$ cat src/rtl/fe_pipe_ctrl_pkg.sv
// Shared types and constants for the front-end stall/flush controller.
// Hazard classes are ordered so that a lower value wins while in RUN.
package fe_pipe_ctrl_pkg;

    localparam int NUM_FE_DEFAULT = 2;

    typedef enum logic [1:0] {
        ST_RUN    = 2'd0,
        ST_REDIR  = 2'd1,
        ST_REFILL = 2'd2
    } ctrl_state_e;

    typedef enum logic [2:0] {
        HZ_FREEZE   = 3'd0,
        HZ_MISPRED  = 3'd1,
        HZ_LOAD_USE = 3'd2,
        HZ_IMISS    = 3'd3,
        HZ_NONE     = 3'd4,
        HZ_REDIR    = 3'd5
    } hazard_e;

endpackage

$ cat src/rtl/fe_pipe_ctrl_sat_counter.sv
// Saturating event counter: increments on en_i, sticks at all-ones.
module sat_counter #(
    parameter int CNT_W = 32
) (
    input  logic             CLK,
    input  logic             RESET,
    input  logic             en_i,
    output logic [CNT_W-1:0] count_o
);

    logic [CNT_W-1:0] count_q;
    logic [CNT_W-1:0] count_d;

    always_comb begin
        count_d = count_q;
        if (en_i && (count_q != '1)) begin
            count_d = count_q + CNT_W'(1);
        end
    end

    always_ff @(posedge CLK or negedge RESET) begin
        if (!RESET) begin
            count_q <= '0;
        end else begin
            count_q <= count_d;
        end
    end

    assign count_o = count_q;

endmodule

$ cat src/rtl/fe_pipe_ctrl.sv
// Stall/flush controller for the IF..EX front-end registers, including
// mispredict recovery sequencing (RUN -> REDIR -> REFILL -> RUN).
module fe_pipe_ctrl
    import fe_pipe_ctrl_pkg::*;
#(
    parameter int NUM_FE = NUM_FE_DEFAULT,
    parameter int ADDR_W = 32,
    parameter int CNT_W  = 32
) (
    input  logic              CLK,
    input  logic              RESET,
    input  logic              MISPRED_VALID,
    input  logic [ADDR_W-1:0] MISPRED_TARGET,
    input  logic              LOAD_USE,
    input  logic              IMEM_READY,
    input  logic              DMEM_BUSY,
    output logic              STALL_IF,
    output logic [NUM_FE-1:0] STALL_FE,
    output logic [NUM_FE-1:0] FLUSH_FE,
    output logic              FLUSH_EX,
    output logic              REDIRECT_VALID,
    output logic [ADDR_W-1:0] REDIRECT_PC,
    output logic [1:0]        CTRL_STATE,
    output logic [CNT_W-1:0]  STALL_CYCLES,
    output logic [CNT_W-1:0]  MISPRED_COUNT
);

    localparam logic [NUM_FE-1:0] FE_ALL   = {NUM_FE{1'b1}};
    localparam logic [NUM_FE-1:0] FE_FIRST = NUM_FE'(1);

    ctrl_state_e       state_q, state_d;
    logic [ADDR_W-1:0] target_q, target_d;
    hazard_e           hazard;
    logic              accept;

    // Classify the cycle first, then map the class onto the control outputs.
    always_comb begin
        state_d  = state_q;
        target_d = target_q;
        hazard   = HZ_NONE;
        accept   = 1'b0;
        case (state_q)
            ST_RUN: begin
                if (DMEM_BUSY) begin
                    hazard = HZ_FREEZE;
                end else if (MISPRED_VALID) begin
                    hazard   = HZ_MISPRED;
                    accept   = 1'b1;
                    target_d = MISPRED_TARGET;
                    state_d  = ST_REDIR;
                end else if (LOAD_USE) begin
                    hazard = HZ_LOAD_USE;
                end else if (!IMEM_READY) begin
                    hazard = HZ_IMISS;
                end
            end
            ST_REDIR: begin
                hazard  = HZ_REDIR;
                state_d = ST_REFILL;
            end
            ST_REFILL: begin
                if (DMEM_BUSY) begin
                    hazard = HZ_FREEZE;
                end else if (!IMEM_READY) begin
                    hazard = HZ_IMISS;
                end else begin
                    state_d = ST_RUN;
                end
            end
            default: state_d = ST_RUN;
        endcase
    end

    always_comb begin
        STALL_IF       = 1'b0;
        STALL_FE       = '0;
        FLUSH_FE       = '0;
        FLUSH_EX       = 1'b0;
        REDIRECT_VALID = 1'b0;
        case (hazard)
            HZ_FREEZE: begin
                STALL_IF = 1'b1;
                STALL_FE = FE_ALL;
            end
            HZ_MISPRED: begin
                STALL_IF = 1'b1;
                FLUSH_FE = FE_ALL;
                FLUSH_EX = 1'b1;
            end
            HZ_LOAD_USE: begin
                STALL_IF = 1'b1;
                STALL_FE = FE_ALL;
                FLUSH_EX = 1'b1;
            end
            // Only the IF-side register gets a bubble; younger stages drain.
            HZ_IMISS: begin
                STALL_IF = 1'b1;
                FLUSH_FE = FE_FIRST;
            end
            HZ_REDIR: begin
                REDIRECT_VALID = 1'b1;
                FLUSH_FE       = FE_ALL;
            end
            default: ;
        endcase
    end

    always_ff @(posedge CLK or negedge RESET) begin
        if (!RESET) begin
            state_q  <= ST_RUN;
            target_q <= '0;
        end else begin
            state_q  <= state_d;
            target_q <= target_d;
        end
    end

    sat_counter #(.CNT_W(CNT_W)) u_stall_cnt (
        .CLK     (CLK),
        .RESET   (RESET),
        .en_i    (STALL_IF),
        .count_o (STALL_CYCLES)
    );

    sat_counter #(.CNT_W(CNT_W)) u_mispred_cnt (
        .CLK     (CLK),
        .RESET   (RESET),
        .en_i    (accept),
        .count_o (MISPRED_COUNT)
    );

    assign REDIRECT_PC = target_q;
    assign CTRL_STATE  = state_q;

    for (genvar gi = 0; gi < NUM_FE; gi++) begin : g_excl
        a_stall_flush_excl: assert property (@(posedge CLK) disable iff (!RESET)
            !(STALL_FE[gi] && FLUSH_FE[gi]));
    end

endmodule
$ cat config.mk
export PLATFORM = sky130hd
export DESIGN_NAME = fe_pipe_ctrl
export DESIGN_NICKNAME = d
export VERILOG_FILES = /design/src/rtl/fe_pipe_ctrl_pkg.sv /design/src/rtl/fe_pipe_ctrl_sat_counter.sv /design/src/rtl/fe_pipe_ctrl.sv
export SDC_FILE = /design/constraint.sdc
export NUM_CORES = 1
export LEC_CHECK = 0
export ABC_AREA = 1
export CAP_MARGIN = 30
export CORE_MARGIN = 5
export CORE_UTILIZATION = 35
export CTS_BUF_LIST = sky130_fd_sc_hd__clkbuf_2
export CTS_CLUSTER_DIAMETER = 50
export DETAILED_ROUTE_END_ITERATION = 8
export SLEW_MARGIN = 15
export SYNTH_ARGS = -nofsm -noshare
export SYNTH_HDL_FRONTEND = slang
export SYNTH_SLANG_ARGS = --single-unit
$ cat constraint.sdc
create_clock -name CLK -period 3.3 [get_ports CLK]
set_clock_uncertainty 0.1 [all_clocks]
set_input_delay 0.66 -clock CLK [delete_from_list [all_inputs] [get_ports CLK]]
set_output_delay 0.66 -clock CLK [all_outputs]
set_load 0.01 [all_outputs]
# After elaboration in Yosys (flattened, before gate mapping)

Cells that the tools add are included.

Flip-flop bits (word level): 98
Input bits: 38
Output and inout bits: 105
Word-level logic and storage cells: 48

Add/subtract/negate cells: 2
Equality and inequality tests: 12
Multiplexer cells: 19
Bitwise operators: 1
Reductions and logical operators: 10

Operators with widths:

| kind                                                             | count |
|---|---|
| 32-bit by 1-bit adder with 32-bit output (second input constant) | 2 |
| 32-bit inequality test (second input constant)                   | 2 |
| 3-bit two-way mux                                                | 5 |
| 2-bit two-way mux                                                | 5 |
| 3-bit one-hot mux with 3 select lines                            | 1 |
| 2-bit inequality test (second input constant)                    | 4 |
| 3-bit by 2-bit == test with 1-bit output (second input constant) | 2 |
| 1-bit two-way mux                                                | 6 |
| 2-bit one-hot mux with 3 select lines                            | 1 |
| 2-bit OR reduction                                               | 3 |
| 2-bit one-hot mux with 2 select lines                            | 1 |
| 4-bit AND reduction                                              | 1 |
| 4-bit OR reduction                                               | 1 |
| 3-bit by 1-bit == test with 1-bit output (second input constant) | 1 |
| 3-bit == test (second input constant)                            | 1 |
| 3-bit zero test                                                  | 1 |
| 3-bit AND reduction                                              | 1 |
| 2-bit by 1-bit == test with 1-bit output (second input constant) | 1 |
| 2-bit == test (second input constant)                            | 1 |
| 1-bit logical AND                                                | 2 |
| 2-bit zero test                                                  | 1 |
| 1-bit inverter                                                   | 1 |

# Depth between registers and ports, before layout

Gate-level depths: netlist (run 1).

Depth in word-level cells: 9
Mapped depth: 11
Depth with buffers taken out: 10

# Modules after synthesis

A second synthesis (run 1) with hierarchy kept.

Cell total of the unflattened synthesis: 839
Area, all modules: 5786.8 um^2

By module, submodules not included:

| module                       | instances | cells each | area each (um^2) | seq. area each (um^2) |
|---|---|---|---|---|
| sat_counter at u_stall_cnt   | 1         | 333        | 2190.9           | 800.8 |
| sat_counter at u_mispred_cnt | 1         | 329        | 2140.8           | 800.8 |
| fe_pipe_ctrl                 | 1         | 177        | 1455.1           | 850.8 |

# Least setup slack after synthesis (run 1)

Ideal clock, no wire load.

Path kind: input to output
Start point: in IMEM_READY
End point: out STALL_FE[1]
Arrival: 1.436 ns
Data required time: 2.540 ns
Slack: 1.104 ns
Stages: 8
Path buffers: 1
Path through: inv_1 > nand3_1 > nor2_1 > inv_1 > o31ai_1 > nand3_1 > nand2_1 > buf_4

Word-level cells in the longest chain between the ends: 8
Elaborated cells on any way between the ends: 10
Those cells by class: 1 x eq/ne; 7 x mux; 2 x reduce/logical

Ends and longest elaborated chain:

| element                                                                     | RTL line                               | source |
|---|---|---|
| from (decl)                                                                 | fe_pipe_ctrl.sv:15                     | `input logic IMEM_READY,` |
| 3-bit two-way mux *                                                         | fe_pipe_ctrl.sv:53, fe_pipe_ctrl.sv:64 |  |
| 3-bit two-way mux                                                           | fe_pipe_ctrl.sv:51                     | `end else if (LOAD_USE) begin` |
| 3-bit two-way mux                                                           | fe_pipe_ctrl.sv:46                     | `end else if (MISPRED_VALID) begin` |
| 3-bit two-way mux                                                           | fe_pipe_ctrl.sv:44                     | `if (DMEM_BUSY) begin` |
| 3-bit one-hot mux with 3 select lines *                                     | fe_pipe_ctrl.sv:42                     | `case (state_q)` |
| 3-bit by 2-bit == test with 1-bit output or 3-bit zero test (tied branches) | fe_pipe_ctrl.sv:80                     | `case (hazard)` |
| 2-bit OR reduction (no line) *                                              | --                                     |  |
| 2-bit two-way mux *                                                         | fe_pipe_ctrl.sv:80                     |  |
| to (decl)                                                                   | fe_pipe_ctrl.sv:18                     | `output logic [NUM_FE-1:0] STALL_FE,` |

Every way passes the cells marked *; elsewhere a longest branch is shown, timed or not.

# Worst setup path in the final report (run 1)

Start point: in IMEM_READY
End point: out FLUSH_EX

Word-level cells in the longest chain between the ends: 8
Elaborated cells on any way between the ends: 10
Those cells by class: 2 x eq/ne; 7 x mux; 1 x reduce/logical

Ends and longest elaborated chain:

| element                                                                                              | RTL line                               | source |
|---|---|---|
| 3-bit two-way mux *                                                                                  | fe_pipe_ctrl.sv:53, fe_pipe_ctrl.sv:64 |  |
| 3-bit two-way mux                                                                                    | fe_pipe_ctrl.sv:51                     |  |
| 3-bit two-way mux                                                                                    | fe_pipe_ctrl.sv:46                     |  |
| 3-bit two-way mux                                                                                    | fe_pipe_ctrl.sv:44                     |  |
| 3-bit one-hot mux with 3 select lines *                                                              | fe_pipe_ctrl.sv:42                     |  |
| 3-bit by 2-bit == test with 1-bit output or 3-bit by 1-bit == test with 1-bit output (tied branches) | fe_pipe_ctrl.sv:80                     |  |
| 2-bit OR reduction (no line) *                                                                       | --                                     |  |
| 1-bit two-way mux *                                                                                  | fe_pipe_ctrl.sv:80                     |  |
| to (decl)                                                                                            | fe_pipe_ctrl.sv:20                     | `output logic FLUSH_EX,` |

Marks and branches as above.

==> Flow_metrics.wiki, run 1 <==
{| class="wikitable"
! Metric !! Value
|-
| First-pass GRT wire length || roughly 27000 µm
|-
| Transition time at the pin with the least slew margin || around 470 ps
|-
| Area inside the core boundary || 0.0164 mm²
|-
| DR WL/cell || approximately 13 µm
|-
| Number of antenna violations at the first check in global routing || 1
|-
| Instance count after placement with tap cells included || ~1200
|-
| Total Routing Usage GR || 0.170
|-
| Area leader, netlist || sky130_fd_sc_hd__dfrtp_1
|-
| Switching share of power || 0.368
|-
| Cell row count || 47
|-
| Number of global-route vias before repair || around 5400
|-
| Endpoint arrival time on the critical path || approximately 2300 ps
|-
| CTS tree || built
|-
| Remaining antenna violation count after routing || 0
|-
| TritonCTS Buffers || 9
|-
| Mapped cell area || 0.00578 mm²
|-
| Leakage power || 0.00353 µW
|-
| Max Freq || about 320 MHz
|-
| Top-level I/O count || ~140
|-
| Critical path data required time || 2540 ps
|-
| Net switching power || 1380 µW
|-
| Result of the run || finished, final reports clean
|-
| Sequential cell area fraction in the yosys report || 0.424
|-
| Routed wire length || ~16000 µm
|-
| Number of library cell types mapped by synthesis || 29
|-
| Yosys Warn Count || 0
|-
| Count of input and output buffers || between 100 and 150
|-
| HP Class || input port to asynchronous set/reset pin
|-
| DRC violation count after routing || 0
|-
| P per Cell Area || between 400 and 500 mW/mm²
|-
| Endpoint class of the critical path || output port
|-
| Post-route fraction of the period consumed by the critical path || 0.939
|-
| Reg power frac || 0.442
|-
| Number of DRC markers in iteration 0 || 302
|-
| Crit Path Category || input port to output port
|-
| Proportion of power drawn by the clock network || 0.158
|-
| Number of failing setup endpoints in the final timing report || 0
|-
| Synth top area cells || sky130_fd_sc_hd__dfrtp_1 42%, sky130_fd_sc_hd__nand2_1 30%, sky130_fd_sc_hd__nor2_1 6.7%
|-
| Commonest non-fill, non-tap cell in the layout || sky130_fd_sc_hd__nand2_1
|-
| Net count of the mapped netlist || about 900
|-
| Floorplan die width || around 140 µm
|-
| Instance count of the mapped netlist || between 800 and 900
|-
| First-pass iteration count of the detailed router || 5
|-
| Vertical die dimension || 139 µm
|-
| Remaining global-route overflow || 0
|-
| Ratio of cells with drive above 1 in the final layout || 0.0555
|-
| Placer congestion estimate || 0.863
|-
| Maximum vdd ir drop || about 0.30 mV
|-
| Layout overhead on the synthesized area || 30.2%
|-
| Clk_lat worst skew || ~600 ps
|-
| Critical R2R Capture || u_mispred_cnt.count_o[28]
|-
| Top cell type's share of synthesized area || 0.424
|-
| Count of non-filler cells in the finished layout || between 1000 and 1500
|-
| Number of H-tree levels || 3
|-
| Vias/cell || 4.54
|-
| Nets@finish || approximately 1000
|-
| Kind of start point of the critical path || input port
|-
| Termination of the worst setup path || FLUSH_EX
|-
| Final-layout setup total negative slack || 0 ps
|-
| R2R Path Start || u_mispred_cnt.count_o[0]
|-
| Clock root buffer || sky130_fd_sc_hd__clkbuf_2
|-
| Most used cells in the layout excluding fill and tap cells || 468 x sky130_fd_sc_hd__nand2_1, 139 x sky130_fd_sc_hd__clkdlybuf4s50_1, 104 x sky130_fd_sc_hd__nor2_1
|-
| CTS clk-pin slew, worst paths || 250 ps
|-
| Initial cell density of the core || 0.353
|-
| Unrepaired setup endpoints after global routing || false
|-
| Final hold violations || 0
|-
| Reg-to-reg slack, setup || 1120 ps
|-
| Final Max Tran Viols || 0
|-
| Die area || 0.0192 mm²
|-
| HPWL after detailed placement || approximately 12000 µm
|-
| Minimum clock period || roughly 3100 ps
|-
| Cells on worst reg2reg path || 10
|-
| Internal portion of total power || 2370 µW
|-
| Count of max-cap constraint violations || 0
|-
| Avg Inst Size Synth || approximately 6.7 µm²
|-
| Max-Slew Margin vs Limit || 0.684
|-
| Seq cells post-synth || between 90 and 100
|-
| Worst setup startpoint || IMEM_READY
|-
| Combinational cell fraction of total power || 0.400
|-
| Vias after detailed routing || approximately 5600
|-
| Largest fanout on the critical path || 3
|-
| # clock sinks || between 90 and 100
|-
| Pin count of the biggest net entering global routing || slightly below 50
|-
| Clock Path Buffers || 2
|}
metal layers:
layer	part of all wire	track usage	vias up
met2	0.44	0.265	161
met3	0.078	0.0469	20
met5	0	0	-
met4	0.017	0.0551	0
met1	0.46	0.230	2523
li1	-	-	2892
kinds of logic after synthesis:
| logic type | count (synthesis) | share of synthesized area |
|---|---|---|
| flops | 98 | 0.424 |
| compound gates | 12 | 0.0119 |
| xor+xnor | 26 | 0.0394 |
| fa+ha+maj | 2 | 0.00433 |
| buf+inv | 78 | 0.0662 |
| simple gates | 645 | 0.454 |
final cells by class:
type / instances / area (µm²)
tap: 220 / 275
clock buffer: 13 / 65.1
sequential: 98 / 2450
fill: 1687 / 8880
multi-input combinational: 685 / 2960
inverter: 60 / 233
timing repair buffer: 150 / 1500
clock inverter: 3 / 40.0
antenna: 3 / 7.51
cells in the mapped netlist (all sizes together):
library cell / count
clkbuf: 3
xnor2: 12
ha: 2
o21ai: 8
buf: 15
o211ai: 1
nand4: 7
a31o: 1
nor2: 112
xor2: 14
a21oi: 1
nand3: 41
o31ai: 1
nand2: 484
nand2b: 1
dfrtp: 98
inv: 60
what timing repair did:
item                                    CTS  global route
buffers inserted                          2             0
gates resized for setup                   1             5
hold buffers                              1             0
endpoints found under the hold margin    31             0
pin swaps                                 0             1
endpoints found under the setup margin    2             2
state kept, by name, summed over array words and instances (netlist names):
name and cells:
REDIRECT_PC 32, u_mispred_cnt.count_o 32, u_stall_cnt.count_o 32, CTRL_STATE 2
worst min path at each step:
| stage | from | end | slack, ps |
|---|---|---|---|
| 4_1_cts | RESET | u_stall_cnt.count_o[4] | 360 |
| 5_1_grt | MISPRED_TARGET[0] | REDIRECT_PC[0] | 390 |
| 6_report | RESET | u_stall_cnt.count_o[4] | 410 |
| 2_1_floorplan | RESET | CTRL_STATE[0] | 260 |
| 3_5_place_dp | REDIRECT_PC[15] | REDIRECT_PC[15] | 370 |
| 3_3_place_gp | REDIRECT_PC[20] | REDIRECT_PC[20] | 360 |
power by group through the flow:
stage	registers, µW	logic, µW	clock network, µW
detailed placement	1670	1500	0
global placement	1670	1490	0
global route	1700	1660	669
CTS	1660	1530	625
finish	1660	1500	591
floorplan	1760	658	0
worst max-delay path, stage by stage:
cell and delay, ps:
sky130_fd_sc_hd__clkdlybuf4s50_1 450, sky130_fd_sc_hd__inv_1 90, sky130_fd_sc_hd__nand3_1 100, sky130_fd_sc_hd__nor2_1 100, sky130_fd_sc_hd__inv_1 60, sky130_fd_sc_hd__o31ai_1 80, sky130_fd_sc_hd__nand3_1 180, sky130_fd_sc_hd__nand2_1 100
sky130_fd_sc_hd__clkdlybuf4s50_1 530
per-stage QoR:
step	cell area (µm²)	utilization	total power (µW)	hold WS, ps	setup slack [ps]
CTS	7510	0.458	3810	360	21.8
global route	7530	0.459	4020	394	24.0
global placement	7380	0.450	3160	360	104
detailed placement	7380	0.450	3170	366	100
finish	7530	0.459	3740	411	201
floorplan	5780	-	2420	264	1100
(Power assumes the default switching activity.)
==> run 2: changes to the inputs <==
--- a/config.mk
+++ b/config.mk
@@ -8,11 +8,12 @@
 export ABC_AREA = 1
 export CAP_MARGIN = 30
 export CORE_MARGIN = 5
-export CORE_UTILIZATION = 35
+export CORE_UTILIZATION = 55
 export CTS_BUF_LIST = sky130_fd_sc_hd__clkbuf_2
 export CTS_CLUSTER_DIAMETER = 50
 export DETAILED_ROUTE_END_ITERATION = 8
-export SLEW_MARGIN = 15
+export PLACE_DENSITY = 0.88
+export SLEW_MARGIN = 5
 export SYNTH_ARGS = -nofsm -noshare
 export SYNTH_HDL_FRONTEND = slang
 export SYNTH_SLANG_ARGS = --single-unit
==> constraint.sdc (replaced) <==
create_clock -name CLK -period 3.57 [get_ports CLK]
set_clock_uncertainty 0.1 [all_clocks]
set_input_delay 0.714 -clock CLK [delete_from_list [all_inputs] [get_ports CLK]]
set_output_delay 0.714 -clock CLK [all_outputs]
set_load 0.01 [all_outputs]
==> run 2 against run 1 <==
Sequential power down 8%. Total power shrank 8.0%. Flip-flop and latch count unchanged. Global-route usage up 7.4 points. Cell count down 7.4%. Final area fell by 1.9%. Sequential share of layout area grew 0.60 points. First-iteration DRC count grew 13%. Critical path type is now flip-flop to output port. Largest cell class unchanged.
==> Flow_metrics.wiki, run 2 (same netlist as run 1, synthesis figures left out) <==
{| class="wikitable"
! Metric !! Value
|-
| CTS clk-pin slew, worst paths || 260 ps (about the same)
|-
| Critical path data required time || 2760 ps (+220 ps)
|-
| Diode insertion count for antenna repair || 0 (-3)
|-
| Initial cell density of the core || 0.563 (+0.210)
|-
| Unrepaired setup endpoints after global routing || false
|-
| Most used cells in the layout excluding fill and tap cells || 469 x sky130_fd_sc_hd__nand2_1, 141 x sky130_fd_sc_hd__clkdlybuf4s50_1, 104 x sky130_fd_sc_hd__nor2_1
|-
| Highest-delay cell along the critical path || sky130_fd_sc_hd__dfrtp_1
|-
| Result of the run || finished, final reports clean
|-
| Slowest Stage Delay on Critical Path || 540 ps (about the same)
|-
| HPWL after detailed placement || 11300 µm (-5.8%)
|-
| Instance count after placement with tap cells included || 1125 (-7.0%)
|-
| Max-Slew Margin vs Limit || 0.588 (-0.0955)
|-
| Endpoint arrival time on the critical path || 2430 ps (+90 ps)
|-
| Largest fanout on the critical path || 7 (+4)
|-
| Final Max Tran Viols || 0 (unchanged)
|-
| Routed wire length || 15000 µm (-7.0%)
|-
| Final-layout setup total negative slack || 0 ps (unchanged)
|-
| Floorplan die width || 113 µm (-19%)
|-
| First-pass GRT wire length || 25400 µm (-6.0%)
|-
| DR WL/cell || 13.1 µm (+0.37%)
|-
| Cell depth of the worst min-delay path || 2
|-
| Max Freq || ~310 MHz
|-
| CTS tree || built
|-
| Cell row count || 37 (-21%)
|-
| Leakage power || 0.00350 µW (-0.96%)
|-
| Number of H-tree levels || 3 (unchanged)
|-
| Post-place setup slack || 360 ps (+260 ps)
|-
| Resized cells post-CTS || 0 (-1)
|-
| Count of max-cap constraint violations || 0 (unchanged)
|-
| Commonest non-fill, non-tap cell in the layout || sky130_fd_sc_hd__nand2_1
|-
| Number of global-route vias before repair || 5375 (-0.13%)
|-
| Ratio of cells with drive above 1 in the final layout || 0.0488 (-0.00674)
|-
| Met1 track demand over resource || 0.323 (+0.0931)
|-
| Remaining global-route overflow || 0 (unchanged)
|-
| Number of gates on the worst path with buffers counted || 6 (-3)
|-
| Number of DRC markers in iteration 0 || 340 (+13%)
|-
| Top-level I/O count || 143 (unchanged)
|-
| P per Cell Area || 466 mW/mm² (-6.2%)
|-
| Remaining antenna violation count after routing || 0 (unchanged)
|-
| First-pass iteration count of the detailed router || 5 (unchanged)
|-
| Worst path top cell family by delay || flip-flops
|-
| Final hold violations || 0 (unchanged)
|-
| Number of antenna violations at the first check in global routing || 0 (-1)
|-
| Sum of buffers and inverters on the critical path || 1 (-3)
|-
| Transition time at the pin with the least slew margin || 618 ps (+143 ps)
|-
| Pin count of the biggest net entering global routing || 50 (+2.0%)
|-
| Clock root buffer || sky130_fd_sc_hd__clkbuf_2
|-
| Clk_lat worst skew || 600 ps (about the same)
|-
| Met2 demand-to-capacity share in global routing || 0.378 (+0.113)
|-
| Busiest grt layer || met2
|-
| Post-layout worst setup margin || 322 ps (+121 ps)
|-
| Clock Path Buffers || 2 (unchanged)
|-
| Vertical die dimension || 113 µm (-19%)
|-
| Setup Buffers After CTS || 0 (-2)
|-
| Vias/cell || 4.97 (+9.4%)
|-
| Post-route fraction of the period consumed by the critical path || 0.910
|-
| Maximum vdd ir drop || 0.398 mV (+33%)
|-
| Minimum clock period || around 3200 ps
|-
| Number of fillers in the final layout || 856 (-49%)
|-
| Total Routing Usage GR || 0.244 (+0.0737)
|-
| TritonCTS Buffers || 9 (unchanged)
|-
| Nets@finish || 1041 (-0.29%)
|-
| DRC violation count after routing || 0 (unchanged)
|-
| Vias after detailed routing || 5669 (+1.3%)
|-
| Count of input and output buffers || 142 (unchanged)
|-
| Area inside the core boundary || 0.0103 mm² (-37%)
|-
| Layout overhead on the synthesized area || 27.7%
|-
| # clock sinks || 98 (unchanged)
|-
| Endpoint class of the critical path || output port
|-
| Met3 usage || 0.0787 (+0.0318)
|-
| Die area || 0.0127 mm² (-34%)
|-
| HP Class || flip-flop to flip-flop
|-
| Crit Path Category || flip-flop to output port
|-
| Crit-path cells || nor2_2 > nand2_1 > o31ai_1 > nand3_1 > nand2_1 > clkdlybuf4s50_1
|-
| Number of failing setup endpoints in the final timing report || 0 (unchanged)
|-
| Count of non-filler cells in the finished layout || 1141 (-7.4%)
|-
| Kind of start point of the critical path || flip-flop
|-
| Most prevalent standard cell on the critical path || sky130_fd_sc_hd__nand2_1
|-
| Placer congestion estimate || 0.976 (+13%)
|-
| Cells on worst reg2reg path || 10 (unchanged)
|}
==> run 2: cell count changes in the layout (fill, tap and decap cells not counted), moves of 2 or more <==
cell	delta
sky130_fd_sc_hd__dfrtp_2	-2
sky130_fd_sc_hd__inv_6	+3
sky130_fd_sc_hd__buf_4	-3
sky130_fd_sc_hd__diode_2	-3
sky130_fd_sc_hd__clkbuf_2	-3
sky130_fd_sc_hd__clkdlybuf4s50_1	+2
sky130_fd_sc_hd__dfrtp_1	+2
sky130_fd_sc_hd__dlymetal6s2s_1	-2
==> run 2: repair_timing <==
item	4_1_cts	5_1_grt
setup endpoints to repair	0	0
hold endpoints to repair	12	0
hold buffers	1	0
==> run 2: worst min-delay path, delay by kind of cell, from the launching register on <==
family           cells  cell delay, ps
DFF                  1             400
and+or+nand+nor      2             100
==> run 2: power breakdown <==
group	switching, µW	total, µW	leakage, µW	internal (µW)
sequential	200	1530	0.00131	1330
combinational	689	1350	0.00212	661
clock	391	559	0.0000732	168
total	1280	3440	0.00350	2160
==> run 2: final timing paths <==
| kind | slack [ps] | to | start |
|---|---|---|---|
| max in group asynchronous | 2200 | u_mispred_cnt.count_o[25] | RESET |
| worst max-delay path | 320 | STALL_FE[0] | CTRL_STATE[1] |
| min in group asynchronous | 500 | u_stall_cnt.count_o[17] | RESET |
| worst min-delay path | 410 | REDIRECT_PC[25] | REDIRECT_PC[25] |
| worst max register to register | 1410 | u_mispred_cnt.count_o[18] | u_mispred_cnt.count_o[0] |
| worst min register to register | 410 | REDIRECT_PC[25] | REDIRECT_PC[25] |
==> run 2: metrics by stage <==
stage,instance area [µm²],total power (µW),util,hold slack [ps]
2_1_floorplan,5780,2240,-,318
3_3_place_gp,7270,2890,0.707,362
3_5_place_dp,7270,2910,0.707,364
4_1_cts,7390,3470,0.719,415
5_1_grt,7390,3670,0.719,436
6_report,7390,3440,0.719,415
==> run 2: cell type report <==
class / instances / area [µm²] / area share
timing repair buffer: 147 / 1470 / 0.199
inverter: 60 / 233 / 0.0315
sequential: 98 / 2450 / 0.332
clock inverter: 5 / 61.3 / 0.00830
tap: 136 / 170 / 0.0230
clock buffer: 10 / 50.0 / 0.00678
multi-input combinational: 685 / 2950 / 0.399
==> run 2: routing by layer <==
metal  routed length, µm  vias up
li1                    -     2887
met2                6690      186
met4                 300        0
met3                1330       24
met5                   0        -
met1                6670     2572
==> run 3: changes to the inputs <==
--- a/config.mk
+++ b/config.mk
@@ -12,6 +12,7 @@
 export CTS_BUF_LIST = sky130_fd_sc_hd__clkbuf_2
 export CTS_CLUSTER_DIAMETER = 50
 export DETAILED_ROUTE_END_ITERATION = 8
+export HOLD_SLACK_MARGIN = 0.12
 export PLACE_DENSITY = 0.88
 export SLEW_MARGIN = 5
 export SYNTH_ARGS = -nofsm -noshare
==> results of run 3 <==
The final DEF is identical to that of run 2; final timing and power are the same.
